==> config.mk <==
export PLATFORM = sky130hd
export DESIGN_NAME = mem_stage
export DESIGN_NICKNAME = d
export VERILOG_FILES = /design/src/rtl/mem_stage.sv
export SDC_FILE = /design/constraint.sdc
export NUM_CORES = 1
export LEC_CHECK = 0
export BUFFER_PORTS_ARGS = -buffer_cell sky130_fd_sc_hd__buf_2
export CAP_MARGIN = 20
export CORE_UTILIZATION = 38
export DETAILED_ROUTE_END_ITERATION = 12
export PLACE_DENSITY_LB_ADDON = 0.1
export SYNTH_ARGS = -nofsm -noshare
export SYNTH_HDL_FRONTEND = slang
export SYNTH_SLANG_ARGS = --single-unit
==> constraint.sdc <==
create_clock -name clk -period 3.3 [get_ports clk]
set_input_delay 0.33 -clock clk [delete_from_list [all_inputs] [get_ports clk]]
set_output_delay 0.33 -clock clk [all_outputs]
set_load 0.01 [all_outputs]
==> src/rtl/mem_stage.sv <==
// mem_stage: memory-access stage of the 16-bit five-stage pipeline.
// Issues data-memory requests for loads and stores on the X/M outputs. It
// stalls the upstream pipeline until the memory completes. It produces the
// write-back value and bubble-qualified control signals for M/W.
//
// Configuration macro: MEM_FWD_EN. When it is defined, write-back data is
// forwarded into store data. When it is undefined, store data is b_in and
// the wb_* inputs are unused.
//
// Ports:
//   clk, rst            pipeline clock, synchronous active-high reset
//   *_in                X/M control, ALU result/address, store data, PC+2,
//                       destination and store-source register indices
//   wb_RegWrite/wb_reg_dest/wb_data  write-back stage (store forwarding)
//   mem_req/mem_we/mem_addr/mem_wdata  data-memory request (combinational)
//   mem_rdata/mem_ready  data-memory read data and one-cycle completion pulse
//   stall               freeze PC, F/D, D/X and X/M
//   RegWrite_out, MemtoReg_out, halt_out, reg_dest_out, result_out  to M/W
//   stall_cycles        saturating count of stalled cycles
module mem_stage (
  input  logic        clk,
  input  logic        rst,
  input  logic        RegWrite_in,
  input  logic        MemRead_in,
  input  logic        MemWrite_in,
  input  logic        MemtoReg_in,
  input  logic        SavePC_in,
  input  logic        halt_in,
  input  logic [15:0] ALUresult_in,
  input  logic [15:0] b_in,
  input  logic [15:0] newPC_in,
  input  logic [3:0]  reg_dest_in,
  input  logic [3:0]  Source2_in,
  input  logic        wb_RegWrite,
  input  logic [3:0]  wb_reg_dest,
  input  logic [15:0] wb_data,
  output logic        mem_req,
  output logic        mem_we,
  output logic [15:0] mem_addr,
  output logic [15:0] mem_wdata,
  input  logic [15:0] mem_rdata,
  input  logic        mem_ready,
  output logic        stall,
  output logic        RegWrite_out,
  output logic        MemtoReg_out,
  output logic        halt_out,
  output logic [3:0]  reg_dest_out,
  output logic [15:0] result_out,
  output logic [15:0] stall_cycles
);

  localparam int unsigned DW = 16;
  localparam int unsigned RW = 4;
  localparam logic [DW-1:0] SAT_MAX = {DW{1'b1}};

  typedef enum logic [1:0] {IDLE, WAIT, DONE} state_t;

  state_t        state_q, state_d;
  logic [DW-1:0] addr_q, addr_d;
  logic          we_q, we_d;
  logic [DW-1:0] wdata_q, wdata_d;
  logic [DW-1:0] load_q, load_d;
  logic          pending;
  logic [DW-1:0] fwd_wdata;

  assign pending = MemRead_in | MemWrite_in;

  // Store-data source for the issue cycle
`ifdef MEM_FWD_EN
  logic fwd_hit;
  assign fwd_hit   = MemWrite_in & wb_RegWrite & (wb_reg_dest == Source2_in)
                     & (wb_reg_dest != RW'(0));
  assign fwd_wdata = fwd_hit ? wb_data : b_in;
`else
  logic unused_fwd;
  assign fwd_wdata  = b_in;
  assign unused_fwd = ^{wb_RegWrite, wb_reg_dest, wb_data, Source2_in};
`endif

  // State and latched request registers
  always_ff @(posedge clk) begin
    if (rst) begin
      state_q <= IDLE;
      addr_q  <= '0;
      we_q    <= 1'b0;
      wdata_q <= '0;
      load_q  <= '0;
    end else begin
      state_q <= state_d;
      addr_q  <= addr_d;
      we_q    <= we_d;
      wdata_q <= wdata_d;
      load_q  <= load_d;
    end
  end

  // Next-state and memory handshake outputs
  always_comb begin
    state_d   = state_q;
    addr_d    = addr_q;
    we_d      = we_q;
    wdata_d   = wdata_q;
    load_d    = load_q;
    mem_req   = 1'b0;
    stall     = 1'b0;
    mem_addr  = addr_q;
    mem_we    = we_q;
    mem_wdata = wdata_q;
    case (state_q)
      IDLE: begin
        // Issue straight from X/M; a ready in this cycle is not accepted
        mem_addr  = ALUresult_in;
        mem_we    = MemWrite_in;
        mem_wdata = fwd_wdata;
        if (pending) begin
          mem_req = 1'b1;
          stall   = 1'b1;
          addr_d  = ALUresult_in;
          we_d    = MemWrite_in;
          wdata_d = fwd_wdata;
          state_d = WAIT;
        end
      end
      WAIT: begin
        mem_req = 1'b1;
        stall   = 1'b1;
        if (mem_ready) begin
          load_d  = mem_rdata;
          state_d = DONE;
        end
      end
      // Retire cycle; X/M still holds the finished access, so do not re-issue
      DONE: state_d = IDLE;
      default: state_d = IDLE;
    endcase
    if (rst) begin
      mem_req = 1'b0;
      stall   = 1'b0;
    end
  end

  // M/W outputs, bubbled while stalled or in reset
  assign RegWrite_out = RegWrite_in & ~stall & ~rst;
  assign halt_out     = halt_in     & ~stall & ~rst;
  assign MemtoReg_out = MemtoReg_in & ~stall & ~rst;
  assign reg_dest_out = reg_dest_in;
  assign result_out   = MemtoReg_in ? load_q : (SavePC_in ? newPC_in : ALUresult_in);

  // Saturating stall-cycle counter
  always_ff @(posedge clk) begin
    if (rst) begin
      stall_cycles <= '0;
    end else if (stall && (stall_cycles != SAT_MAX)) begin
      stall_cycles <= stall_cycles + DW'(1);
    end
  end

endmodule

# After elaboration in Yosys (flattened, before gate mapping)
# Cells that the tools add are included.
dict set report totals {
  regBits 67
  in_bits 102
  out_inout_bits 74
  elab_cells 36
}
dict set report op_classes {
  n_addsub 1
  n_eq_ne 4
  muxes 11
  bitwise 9
  reduce_logical 5
}
# cell n
set op_table {}
lappend op_table {{16-bit two-way mux} 4}
lappend op_table {{16-bit by 1-bit adder with 16-bit output (second input constant)} 1}
lappend op_table {{16-bit != test (second input constant)} 1}
lappend op_table {{1-bit bitwise AND} 6}
lappend op_table {{2-bit AND reduction} 3}
lappend op_table {{2-bit two-way mux} 2}
lappend op_table {{2-bit != test (second input constant)} 2}
lappend op_table {{2-bit one-hot mux with 2 select lines} 1}
lappend op_table {{1-bit two-way mux} 3}
lappend op_table {{2-bit by 1-bit equality test with 1-bit output (second input constant)} 1}
lappend op_table {{2-bit logical NOT} 1}
lappend op_table {{1-bit NOT} 2}
lappend op_table {{1-bit one-hot mux with 2 select lines} 1}
lappend op_table {{1-bit logical AND} 1}
lappend op_table {{1-bit bitwise OR} 1}

# Depth between registers and ports, before layout
# Gate-level depths: netlist of the first run.
dict set report depth {
  ltp_word 7
  mapped_depth 6
}

# Worst setup path before layout of the first run
# Ideal clock, no wire load.
dict set report synth_path {
  path_kind {register -> register}
  start {register stall_cycles[0]}
  end {register stall_cycles[1]}
  t_arrival_ns 1.706
  setup_slack_ns 1.473
  path_stages_with_launch 7
  n_path_buf 1
  period_less_slack_ns 1.827
  path_cell_list {dfxtp_1 ha_1 nand4_1 nor4_4 buf_4 nor2_1 mux2_4}
}
dict set report synth_via {
  elab_chain_cells 2
  word_cells_on_any_way 3
  classes_between {add/sub (1); eq/ne (1); reduce/logical (1)}
}
# item line
set synth_lines {}
lappend synth_lines {{start: declaration} 49} ;# output logic [15:0] stall_cycles
lappend synth_lines {{start signal: assignment} 154} ;# stall_cycles <= stall_cycles + DW'(1);
lappend synth_lines {{parallel branches: the longest is 2 deep, another holds 16-bit by 1-bit adder with 16-bit output} --}
# Parallel ways; which one is timed is not known.
# A chain may end at the register's enable or synchronous reset.

# Final worst setup path of the first run
dict set report layout_path {
  start {register state_q[0]}
  end {output RegWrite_out}
}
dict set report layout_via {
  elab_chain_cells 6
  word_cells_on_any_way 7
  classes_between {eq/ne (1); mux (2); bitwise (3); reduce/logical (1)}
}
# item line
set layout_lines {}
lappend layout_lines {{start: declaration} 58} ;# state_t state_q, state_d;
lappend layout_lines {{start signal: assignment} 89} ;# state_q <= state_d;
lappend layout_lines {{2-bit by 1-bit equality test with 1-bit output / 2-bit logical NOT (equally long branches)} 109} ;# case (state_q)
lappend layout_lines {{1-bit one-hot mux with 2 select lines *} 109}
lappend layout_lines {{1-bit two-way mux *} 136} ;# if (rst) begin
lappend layout_lines {{1-bit NOT *} 143} ;# assign RegWrite_out = RegWrite_in & ~stall & ~rst;
lappend layout_lines {{1-bit bitwise AND * (2 in series)} 143}
lappend layout_lines {{end: declaration} 44} ;# output logic RegWrite_out,
# Every way passes the cells marked *; elsewhere a longest branch is shown, timed or not.

==> results.md, run 1 <==
- The flow ran to the end, and the final reports show no timing, DRC or antenna violations.
- The sum of negative setup slack is 0 ps.
- Across every metal layer, demand over resource in global routing totals 0.188.
- STA classifies the critical path startpoint as a flop.
- The placeable core area is 8720 um^2.
- The final cell count without fillers is roughly 650.
- The depth of the CTS H-tree is 3.
- The worst hold path begins at mem_rdata[10].
- The shortest clock period the worst path allows after layout is 2210 ps.
- The via density per instance is approximately 5.1.
- In this run, placement finished with an instance count of 638.
- Wire segments on met2 add up to 4290 um in the final route.
- The detailed router used layers up to and including met4.
- Traced cell by cell, the critical path runs through nor3_2, or2_1, and3_1, buf_2.
- The count of buffering cells on the critical path with inverters included is 1.
- The distinct cell type count of the synthesized netlist is 45.
- The y dimension of the die is 97.0 um.
- The data arrival time of the worst path is 1880 ps.
- The cell taking the most area after synthesis is dfxtp_1.
- The width of the die is 97.0 um.
- The boundary pin count is 176.
- The period utilization is 0.669.
- The worst clock skew on the final layout is 8.77 ps.
- The count of final max-slew check failures was 0.
- After legalization and detailed placement, the total HPWL measured 6320 um.
- After clock tree synthesis, the clock-pin slew on the worst setup and hold paths is 70 ps.
- The critical path crosses 4 cells after its start point.
- The met1 wire length is 4160 um.
- The final core utilization is 0.499.
- The wire length of the first global-routing pass is 14,500 um.
- Averaged over all synthesized cells, the footprint is 8.24 um^2.
- Summed over all layers, the global routing overflow is 0.
- In this run, post-CTS hold repair placed 0 buffers.
- After clock tree synthesis, the repair step resized 0 gates.
- The detailed-routing iteration count for the pre-antenna-repair pass is 4.
- The hold path depth is 3.
- After routing the design area is 4350 um^2.
- The worst register-to-register path has a setup slack of 1250 ps.
- Clock tree synthesis found a total of 67 sinks.
- Routability-driven placement finished with a final weighted congestion of between 0.8 and 0.9.
- The later pin in the worst-skew pair is clocked with a latency of 340 ps.
- The number of standard cells after synthesis is 416.
- The top cell type's share of synthesized area is 0.391.
- Hold timing on the final database bottoms out at a slack of between 200 and 250 ps.
- The TritonCTS clock tree is built.
- The final-report setup violation count is 0.
- The number of I/O port buffers is 142.
- The instance area after placement is slightly above 4000 um^2.
- The number of nets in the finished design is 644.
- The number of max-capacitance violations reported is 0.
- The worst slew margin relative to its limit is 0.520.
- The share of the yosys chip area belonging to registers is 0.391.
- The number of global-route vias before repair is 3,016.
- The worst hold path terminates at load_q[10].
- VDD sags by at most 203 uV.
- The count of buffers added by post-CTS timing repair for setup is 0.
- 0 antenna diodes ended up in the layout.
- The initial antenna violation count was 0.
- Across all setup checks in the final design, the least slack found is roughly 1100 ps.
- In this design, the stage delay of the slowest critical-path cell is 470 ps.
- The startpoint identified for the worst register-to-register timing path is stall_cycles[1].
- Ranked by total cell area, the synthesized netlist is headed by dfxtp_1 39%, nand2_1 13%, mux2_2 12%.
- The post-detailed-route DRC marker count is 0.
- Of all nets on the critical path, the largest fanout is 16.
- The number of synthesized register bits is 67.
- The starting utilization of the core area is 0.393.
- The pin count of the biggest net entering global routing is 68.
- The area overhead of the layout relative to synthesis is 27.0%.
- The number of nets produced by synthesis is slightly above 500.
- The number of rows created at floorplan is 34.
- Counting the buffers created by CTS gives 9.
- For the worst setup path, the data required time is 2970 ps.
- The count of flip-flops with a built-in enable after synthesis is 0.
- The actual transition at the worst max-transition pin is 720 ps.
- The tightest min-delay check is of the input port to flop type.
- The total count of hold-check failures in the final report is 0.
- The most numerous cell in the Yosys netlist is nand2_1.
- The die covers approximately 9400 um^2.
- The layout has ~880 filler cells.
- Summed over all layers, the routed wires come to 8950 um.
- The critical register-to-register path endpoint is stall_cycles[1].
- The routed length on met3 is 455 um.
- The clock tree root driver cell is clkbuf_8.
- Setup repair after global routing left no endpoint under its margin.
- The path type of the worst setup path is flop to output port.
- The overall power after layout is 1.99 mW.
- For this design, the slowest cell found on the critical path is or2_1.
- Prior to clock tree synthesis, the placed netlist has a worst setup slack of 1270 ps.
- The initial DRC count is 112.
- After synthesis, the most frequently instantiated cells are 117 x nand2_1, 67 x dfxtp_1, 53 x a21oi_1.
- The count of nets left with antenna violations once routing finished came out at 0.
- Based on the critical path, the design can be clocked at up to 453 MHz.
- The clock passes through at most 2 buffers.
- Of the cells placed in the final design, the portion with a size suffix greater than 1 is 0.382.
- The leakage power is 1.96 nW.
- The power per unit of standard cell area is between 400 and 500 nW/um^2.
- The synthesized netlist occupies a cell area of 3430 um^2.
- The proportion of synthesized flip-flops having asynchronous set or reset is 0.
- The family with the most delay on the worst path is simple AND/OR/NAND/NOR gates.
- The most used flip-flop cell after synthesis is dfxtp_1.
- During synthesis, Yosys emitted a total of 0 warnings.
- The path depth of the worst reg2reg path is 5.
- Across all layers, the routed design uses about 3,300 vias.
- The kind of end point of the critical path is an output port.
- The per-cell routed wire length is 13.7 um.
routing by layer:
metal,GRT usage,vias to the layer above
met5,0,-
met4,0.0436,0
met3,0.0564,6
met2,0.310,80
met1,0.242,1565
li1,-,1687
how the worst max path moves through the flow:
stage,to,slack (ps),start
6_report,RegWrite_out,1090,state_q[0]
3_5_place_dp,stall_cycles[1],1270,stall_cycles[0]
3_3_place_gp,stall_cycles[1],1260,stall_cycles[0]
4_1_cts,RegWrite_out,1070,state_q[0]
5_1_grt,MemtoReg_out,940,state_q[0]
2_1_floorplan,stall_cycles[1],1470,stall_cycles[0]
worst reg2reg max path, cell delays in order (launching register included):
cell and delay (ps):
dfxtp_1 420, ha_1 250, nand4_1 270, nor4_4 570, nor2_1 120, mux2_4 310
cells by family (layout without fill, tap and decap cells):
| group | after synthesis | in the layout | share of synthesized area |
|---|---|---|---|
| AND/OR/NAND/NOR | 169 | 169 | 0.239 |
| AO/OA/AOI/OAI | 88 | 88 | 0.144 |
| flip-flops | 67 | 67 | 0.391 |
| multiplexers | 53 | 53 | 0.169 |
| buffers and inverters | 38 | 167 | 0.0522 |
| adder cells (fa/ha/maj) | 1 | 1 | 0.00365 |
cell usage in the layout (no fill, tap or decap), types with 4 or more instances in the layout:
cell / n
buf_2: 142
nand2_1: 117
dfxtp_1: 67
a21oi_1: 53
mux2_2: 36
o21ai_0: 17
mux2i_1: 16
clkbuf_8: 11
nor2_1: 9
nand3_1: 7
inv_1: 6
nor2b_1: 5
buf_4: 4
area by class of cell:
type,instances,area (um^2),share of cell area
Clock buffer,13,159,0.0365
Clock inverter,2,35.0,0.00805
Inverter,6,22.5,0.00517
Multi-Input combinational cell,311,1920,0.441
Sequential cell,67,1340,0.308
Tap cell,108,135,0.0310
Timing Repair Buffer,146,741,0.170
sequential cells by signal (all words and copies together) (netlist names):
| name | count |
|---|---|
| addr_q | 16 |
| load_q | 16 |
| stall_cycles | 16 |
| state_q | 2 |
| wdata_q | 16 |
| we_q | 1 |
where the power goes:
group,switching (mW),leakage [nW],internal [mW]
Sequential,0.0295,0.548,0.857
Clock,0.302,0.0995,0.386
Combinational,0.228,1.31,0.190
Total,0.560,1.96,1.43
(Power assumes the default switching activity.)
==> inputs of run 2 (changes only) <==
clock period = 2.25 ns   (was 3.3 ns; I/O delays follow)
==> run 2 against run 1 <==
Against the previous run:
- global-route usage rose by 0.76 points
- highest routed layer unchanged
- largest power group unchanged
- via count about the same
- routed wire length up 2.8%
- largest cell class unchanged
==> results.md, run 2 (synthesis gave the netlist of run 1 again) <==
- The flow ran to the end, and the final reports show no timing, DRC or antenna violations.
- The count of final max-slew check failures is 0 (unchanged).
- The detailed placement HPWL is 6530 um (+3.3%).
- The placeable core area was 8720 um^2 (unchanged).
- The detailed-routing iteration count for the pre-antenna-repair pass is 4 (unchanged).
- The startpoint type of the worst setup path is a flop.
- The final cell count without fillers is 656 (+0.46%).
- The number of nets still failing antenna checks after routing is 0 (unchanged).
- The number of I/O port buffers was 142 (unchanged).
- The biggest fanout along the worst timing path came to 25 (+9).
- The die outline area was 9410 um^2 (unchanged).
- The most common library cell in the layout ignoring fill and taps is buf_2.
- The via density per instance is 5.09 (-0.37%).
- The wire length of the first global-routing pass came to 15,100 um (+3.7%).
- The insertion delay of the later-clocked pin in the worst-skew pair came to 330 ps (about the same).
- The initial antenna violation count is 0 (unchanged).
- TritonCTS built the clock tree.
- The y dimension of the die is 97.0 um (unchanged).
- The endpoint required time on the critical path is 2030 ps (-940 ps).
- The depth of the CTS H-tree came to 3 (unchanged).
- The total count of hold-check failures in the final report was 0 (unchanged).
- The routed design could run at a clock period as short as approximately 2000 ps.
- The count of clock tree sinks is 67 (unchanged).
- The root buffer cell chosen for the clock tree is clkbuf_8.
- The area overhead of the layout relative to synthesis is 28.0%.
- The number of nets in the finished design is 647 (+0.47%).
- The total wirelength of the detailed-routed design was 9200 um (+2.8%).
- The highest clock rate is 498 MHz.
- The clock-pin slew on the worst setup and hold paths came to 70 ps (about the same).
- The final worst setup slack is 241 ps (-850 ps).
- Of the available clock period, the critical path in the final layout requires 0.893.
- The power per unit of standard cell area is 669 nW/um^2 (+46%).
- The boundary pin count came to 176 (unchanged).
- The number of diodes is 0 (unchanged).
- The leftover overflow at the end of global routing came to 0 (unchanged).
- The width of the die came to 97.0 um (unchanged).
- The cell count after placement is 641 (+0.47%).
- The final-report setup violation count is 0 (unchanged).
- The number of rows created at floorplan came to 34 (unchanged).
- The leakage power is 1.98 nW (+1.1%).
- The actual transition at the worst max-transition pin is 739 ps (+18.9 ps).
- The number of clock buffers inserted by TritonCTS is 9 (unchanged).
- The peak ir drop on the vdd network came to 286 uV (+41%).
- The kind of end point of the critical path is an output port.
- The overall routing resource usage is 0.196 (+0.00762).
- Setup repair after global routing left no endpoint under its margin.
- The number of buffers added to fix hold violations after cts is 0 (unchanged).
- The critical path in this run is classified as flop to output port.
- The total area of multi-input combinational cells is 1920 um^2 (unchanged).
- The share of cells above drive strength 1 is 0.387 (+0.00521).
- The worst slew margin relative to its limit is 0.507 (-0.0126).
- The data arrival time of the worst path was 1780 ps (-100 ps).
- The pin count of the biggest net entering global routing is 68 (unchanged).
- The sum of negative setup slack is 0 ps (unchanged).
- The fill cell total of the finished layout was 899 (+1.9%).
- The library cells used most frequently in the layout, excluding fill and tap cells, are 142 x buf_2, 117 x nand2_1, 67 x dfxtp_1, 53 x a21oi_1, 36 x mux2_2.
- The worst slack at placement is 262 ps (-1010 ps).
- The starting utilization of the core area is 0.393 (unchanged).
- The tightest min-delay check is of the input port to flop type.
- The number of max-capacitance violations reported is 0 (unchanged).
- The worst clock skew on the final layout came to 5.10 ps (-3.67 ps).
- The post-detailed-route DRC marker count was 0 (unchanged).
- The via count is 3,341 (+0.090%).
- The number of global-route vias before repair is 3,153 (+4.5%).
- The worst-case clock buffer depth is 2 (unchanged).
- The area taken by flip-flops and latches came to 1340 um^2 (unchanged).
- The initial DRC count is 153 (+37%).
- The routability-driven placement congestion ratio is 0.861 (+0.65%).
- The per-cell routed wire length is 14.0 um (+2.3%).
-- run 2: cell count changes in the layout (fill, tap and decap cells not counted) --
cell | before | now
or2_2 | 1 | 2
buf_4 | 4 | 6
or2_1 | 1 | 0
buf_12 | 0 | 1
-- run 2: area by class of cell --
| type | instances | share of cell area |
|---|---|---|
| multi-input cells | 311 | 0.437 |
| flip-flops and latches | 67 | 0.306 |
| repair buffers | 149 | 0.177 |
| clock buffers | 13 | 0.0362 |
| well taps | 108 | 0.0308 |
| clock inverters | 2 | 0.00798 |
| inverters | 6 | 0.00513 |
-- run 2: critical path: stages, from the launching register on --
cell and delay [ps]:
dfxtp_1 350, nor2_4 340, buf_12 240, mux2_2 360, buf_2 150
-- run 2: repair_timing --
| action | 4_1_cts | 5_1_grt |
|---|---|---|
| setup endpoints to repair | 0 | 1 |
| buffers inserted | 0 | 0 |
| resized for setup | 0 | 1 |
-- run 2: path summary, 6_finish.rpt --
check             depth (start not counted)               to  slack (ps)             from
hold reg to reg                           2       wdata_q[2]         450       wdata_q[2]
hold / removal                            3        load_q[2]         130     mem_rdata[2]
setup / recovery                          4           mem_we         240       state_q[1]
setup reg to reg                          5  stall_cycles[1]         270  stall_cycles[0]
-- run 2: layer usage --
metal	GRT usage	up-vias	routed length (um)
met2	0.320	95	4340
met3	0.0484	10	486
met1	0.252	1541	4290
li1	-	1695	-
met5	0	-	0
met4	0.0654	0	89
-- run 2: power by group --
part | switching [mW] | internal, mW
logic | 0.340 | 0.288
clock network | 0.442 | 0.567
registers | 0.0434 | 1.26
-- run 2: through the flow --
stage          cell area, um^2  utilization  power [mW]  hold WS, ps
3_5_place_dp              4190        0.481        1.96          448
5_1_grt                   4390        0.503        3.10          117
6_report                  4390        0.503        2.94          133
3_3_place_gp              4190        0.481        1.95          439
4_1_cts                   4390        0.503        2.98          117
2_1_floorplan             3430            -        1.71          361
==> inputs of run 3 (changes only) <==
ABC_AREA = 1   (was not set)
==> run 3 against run 2 <==
Against the previous run:
- worst hold slack gained 34 ps
- combinational power increased by 11%
- register-to-register slack improved by 190 ps
- non-clock buffer count increased by 2
- die area is 2.7% higher
- the flow now finishes with violations (design-rule violations)
- maximum frequency up 3.3%
- clock power down 15%
- first-iteration DRC count grew 2.0%
- total power down 1.1%
==> results.md, run 3 <==
- Among the stages of the critical path, the cell type that occurs most often is nand2_1.
- The routability-driven placement congestion ratio came to 0.922 (+7.0%).
- The cell-internal power is 1.98 mW (-6.0%).
- The most common library cell in the layout ignoring fill and taps is buf_2.
- The cell count after placement is 768 (+20%).
- The critical path's largest stage delay is 430 ps (+70 ps).
- The biggest fanout along the worst timing path is 18 (-28%).
- The proportion of synthesized flip-flops having asynchronous set or reset came to 0 (unchanged).
- The overall routing resource usage is 0.201 (+0.00479).
- The placeable core area came to 8850 um^2 (+1.5%).
- The leftover overflow at the end of global routing was 0 (unchanged).
- The detailed placement HPWL is 6770 um (+3.7%).
- The per-cell routed wire length is 12.1 um (-14%).
- The worst slew margin relative to its limit is 0.642 (+0.135).
- The synthesized area per cell is 6.45 um^2 (-22%).
- The highest clock rate is 514 MHz (+3.3%).
- The die outline area is 9660 um^2 (+2.7%).
- The endpoint required time on the critical path is 2030 ps (about the same).
- The leakage power came to 2.17 nW (+10%).
- The final cell count without fillers came to 783 (+19%).
- The number of nets produced by synthesis is 649 (+25%).
- The net switching power of the design is 0.919 mW (+11%).
- The via count was 3,702 (+11%).
- The share of power burned in the clock network is 0.294 (-0.050).
- The data arrival time of the worst path is 1720 ps (-60 ps).
- The number of nets still failing antenna checks after routing is 0 (unchanged).
- The total standard cell area after synthesis came to 3520 um^2 (+2.7%).
- The initial DRC count is 156 (+2.0%).
- The area taken by flip-flops and latches was 1340 um^2 (unchanged).
- The total wirelength of the detailed-routed design is 9480 um (+3.0%).
- The period utilization is 0.864 (-0.0288).
- Traced cell by cell, the critical path runs through nor2_1, inv_1, buf_4, nand2_1, nand2_1, buf_2.
- Setup repair after global routing left no endpoint under its margin.
- The number of global-route vias before repair was 3,107 (-1.5%).
- Counting instances in the post-synthesis netlist gives the leading cell types as 141 x nand2_1, 100 x o21ai_0, 74 x nor2_1.
- The most used flip-flop cell after synthesis is dfxtp_1.
- The worst clock skew on the final layout is 8.32 ps (+3.22 ps).
- Among all cell types in the netlist, the one instantiated most often is nand2_1.
- The starting utilization of the core area is 0.398 (+0.00494).
- The number of warnings printed during yosys synthesis is 0 (unchanged).
- The top cell type's share of synthesized area is 0.381 (-0.0104).
- The share of total power in sequential cells is 0.467 (+0.024).
- The count of buffers added by post-CTS timing repair for setup is 0 (unchanged).
- The kind of end point of the critical path is an output port.
- The post-CTS resize count was 0 (unchanged).
- The share of the yosys chip area belonging to registers is 0.381 (-0.0104).
- Compared with the post-synthesis result, the final layout area differs by 24.7%.
- The number of I/O port buffers is 142 (unchanged).
- The number of clock buffers inserted by TritonCTS is 9 (unchanged).
- The fill cell total of the finished layout came to 965 (+7.3%).
- The count of flip-flops with a built-in enable after synthesis came to 0 (unchanged).
- The total area of multi-input combinational cells was 1790 um^2 (-6.8%).
- The post-detailed-route DRC marker count is 10 (+10).
- The count of clock tree sinks came to 67 (unchanged).
- The TritonCTS clock tree is built.
- Ranked by total cell area, the synthesized netlist is headed by dfxtp_1 38%, nand2_1 15%, o21ai_0 14%.
- The depth of the CTS H-tree is 3 (unchanged).
- The largest total area in the synthesized netlist belongs to dfxtp_1.
- The share of cells above drive strength 1 is 0.264 (-0.123).
- The final reports fail on design-rule violations.
- The master of the slowest instance on the critical path is dfxtp_1.
- The number of rows created at floorplan is 34 (unchanged).
- The flow ran to the end, but the final reports show violations.
- The sum of negative setup slack is 0 ps (unchanged).
- The initial antenna violation count is 1 (+1).
- The wire length of the first global-routing pass is 15,500 um (+2.6%).
- The peak ir drop on the vdd network is 296 uV (+3.5%).
- The clock tree root driver cell is clkbuf_8.
- The startpoint type of the worst setup path is a flop.
- The library cells used most frequently in the layout, excluding fill and tap cells, are 142 x buf_2, 141 x nand2_1, 100 x o21ai_0, 74 x nor2_1, 67 x dfxtp_1.
- The via density per instance is 4.73 (-7.2%).
- The shortest clock period the worst path allows after layout came to 1940 ps (-64.8 ps).
- The path depth of the worst reg2reg path is 9 (+4).
- The count of final max-slew check failures is 0 (unchanged).
- The number of nets in the finished design is 774 (+20%).
- The worst hold path belongs to the class input port to flop.
- The net switching share of the total power came to 0.317 (+0.0354).
- The clock-pin slew on the worst setup and hold paths is 80 ps (about the same).
- The hold path depth came to 3 (unchanged).
- The number of diodes is 0 (unchanged).
- The distinct cell type count of the synthesized netlist is 27 (-40%).
- The power per unit of standard cell area is 661 nW/um^2 (-1.3%).
- The insertion delay of the later-clocked pin in the worst-skew pair was 330 ps (about the same).
- The y dimension of the die is 98.3 um (+1.3%).
- The number of buffers added to fix hold violations after cts is 0 (unchanged).
- The width of the die is 98.3 um (+1.3%).
- The final-report setup violation count is 0 (unchanged).
- The worst-case clock buffer depth is 2 (unchanged).
- The part of the total power dissipated in combinational logic is 0.239 (+0.025).
- The pin count of the biggest net entering global routing came to 61 (-10%).
- The path type of the worst setup path is flop to output port.
- The number of synthesized register bits is 67 (unchanged).
- The total count of hold-check failures in the final report was 0 (unchanged).
- The detailed-routing iteration count for the pre-antenna-repair pass was 8 (+4).
- The boundary pin count is 176 (unchanged).
- The number of standard cells after synthesis is 546 (+31%).
- The number of max-capacitance violations reported was 0 (unchanged).
- The actual transition at the worst max-transition pin is 536 ps (-203 ps).
==> run 3: cell types whose count changed after synthesis, sizes merged, moves of 5 or more <==
cell   previous run  this run
o21ai            18       103
nor2             10        78
inv               6        49
mux2             37         0
nand2           117       144
mux2i            16         0
a21oi            53        41
nor2b             5         0
==> run 3: metal layers <==
| metal | global-route usage | vias up | part of all wire |
|---|---|---|---|
| li1 | - | 1977 | - |
| met1 | 0.296 | 1599 | 0.50 |
| met2 | 0.286 | 109 | 0.41 |
| met3 | 0.0365 | 15 | 0.063 |
| met4 | 0.0815 | 2 | 0.019 |
| met5 | 0 | - | 0.0014 |
==> run 3: final timing paths <==
path | slack (ps) | from | to
max | 310 | state_q[0] | mem_addr[15]
min | 170 | ALUresult_in[8] | addr_q[8]
max reg2reg | 460 | stall_cycles[0] | stall_cycles[13]
min reg2reg | 450 | load_q[1] | load_q[1]
==> run 3: power by group through the flow <==
stage / sequential, mW / combinational [mW] / clock, mW
after global placement: 1.38 / 0.691 / 0
after global routing: 1.37 / 0.791 / 0.954
final: 1.35 / 0.694 / 0.855
after detailed placement: 1.38 / 0.699 / 0
after floorplan: 1.38 / 0.445 / 0
after CTS: 1.35 / 0.702 / 0.894
==> run 3: critical path: cells and delay by family (launching register included) <==
family                 cells  cell delay [ps]
and+or+nand+nor            3              230
buffers and inverters      3              720
DFF                        1              430
==> run 3: cell families (layout without fill, tap and decap cells) <==
kind of cell	after synthesis	count (layout)	synth area share
compound gates	146	146	0.217
xor+xnor	8	8	0.0199
fa+ha+maj	1	1	0.00355
buf+inv	87	216	0.111
flops	67	67	0.381
simple gates	237	237	0.267
==> run 3: stage by stage <==
stage	worst slack (ps)	utilization	hold slack (ps)	total power, mW	area [um^2]
2_1_floorplan	689	-	383	1.82	3520
5_1_grt	89.8	0.496	167	3.11	4390
3_5_place_dp	475	0.478	439	2.08	4230
3_3_place_gp	520	0.478	435	2.07	4230
6_report	306	0.496	168	2.90	4390
4_1_cts	279	0.496	153	2.95	4390
==> run 3: area by class of cell <==
cell class	instances	area share
flip-flops and latches	67	0.305
repair buffers	151	0.177
clock inverters	3	0.00342
clock buffers	12	0.0330
well taps	108	0.0308
multi-input cells	392	0.407
inverters	50	0.0430
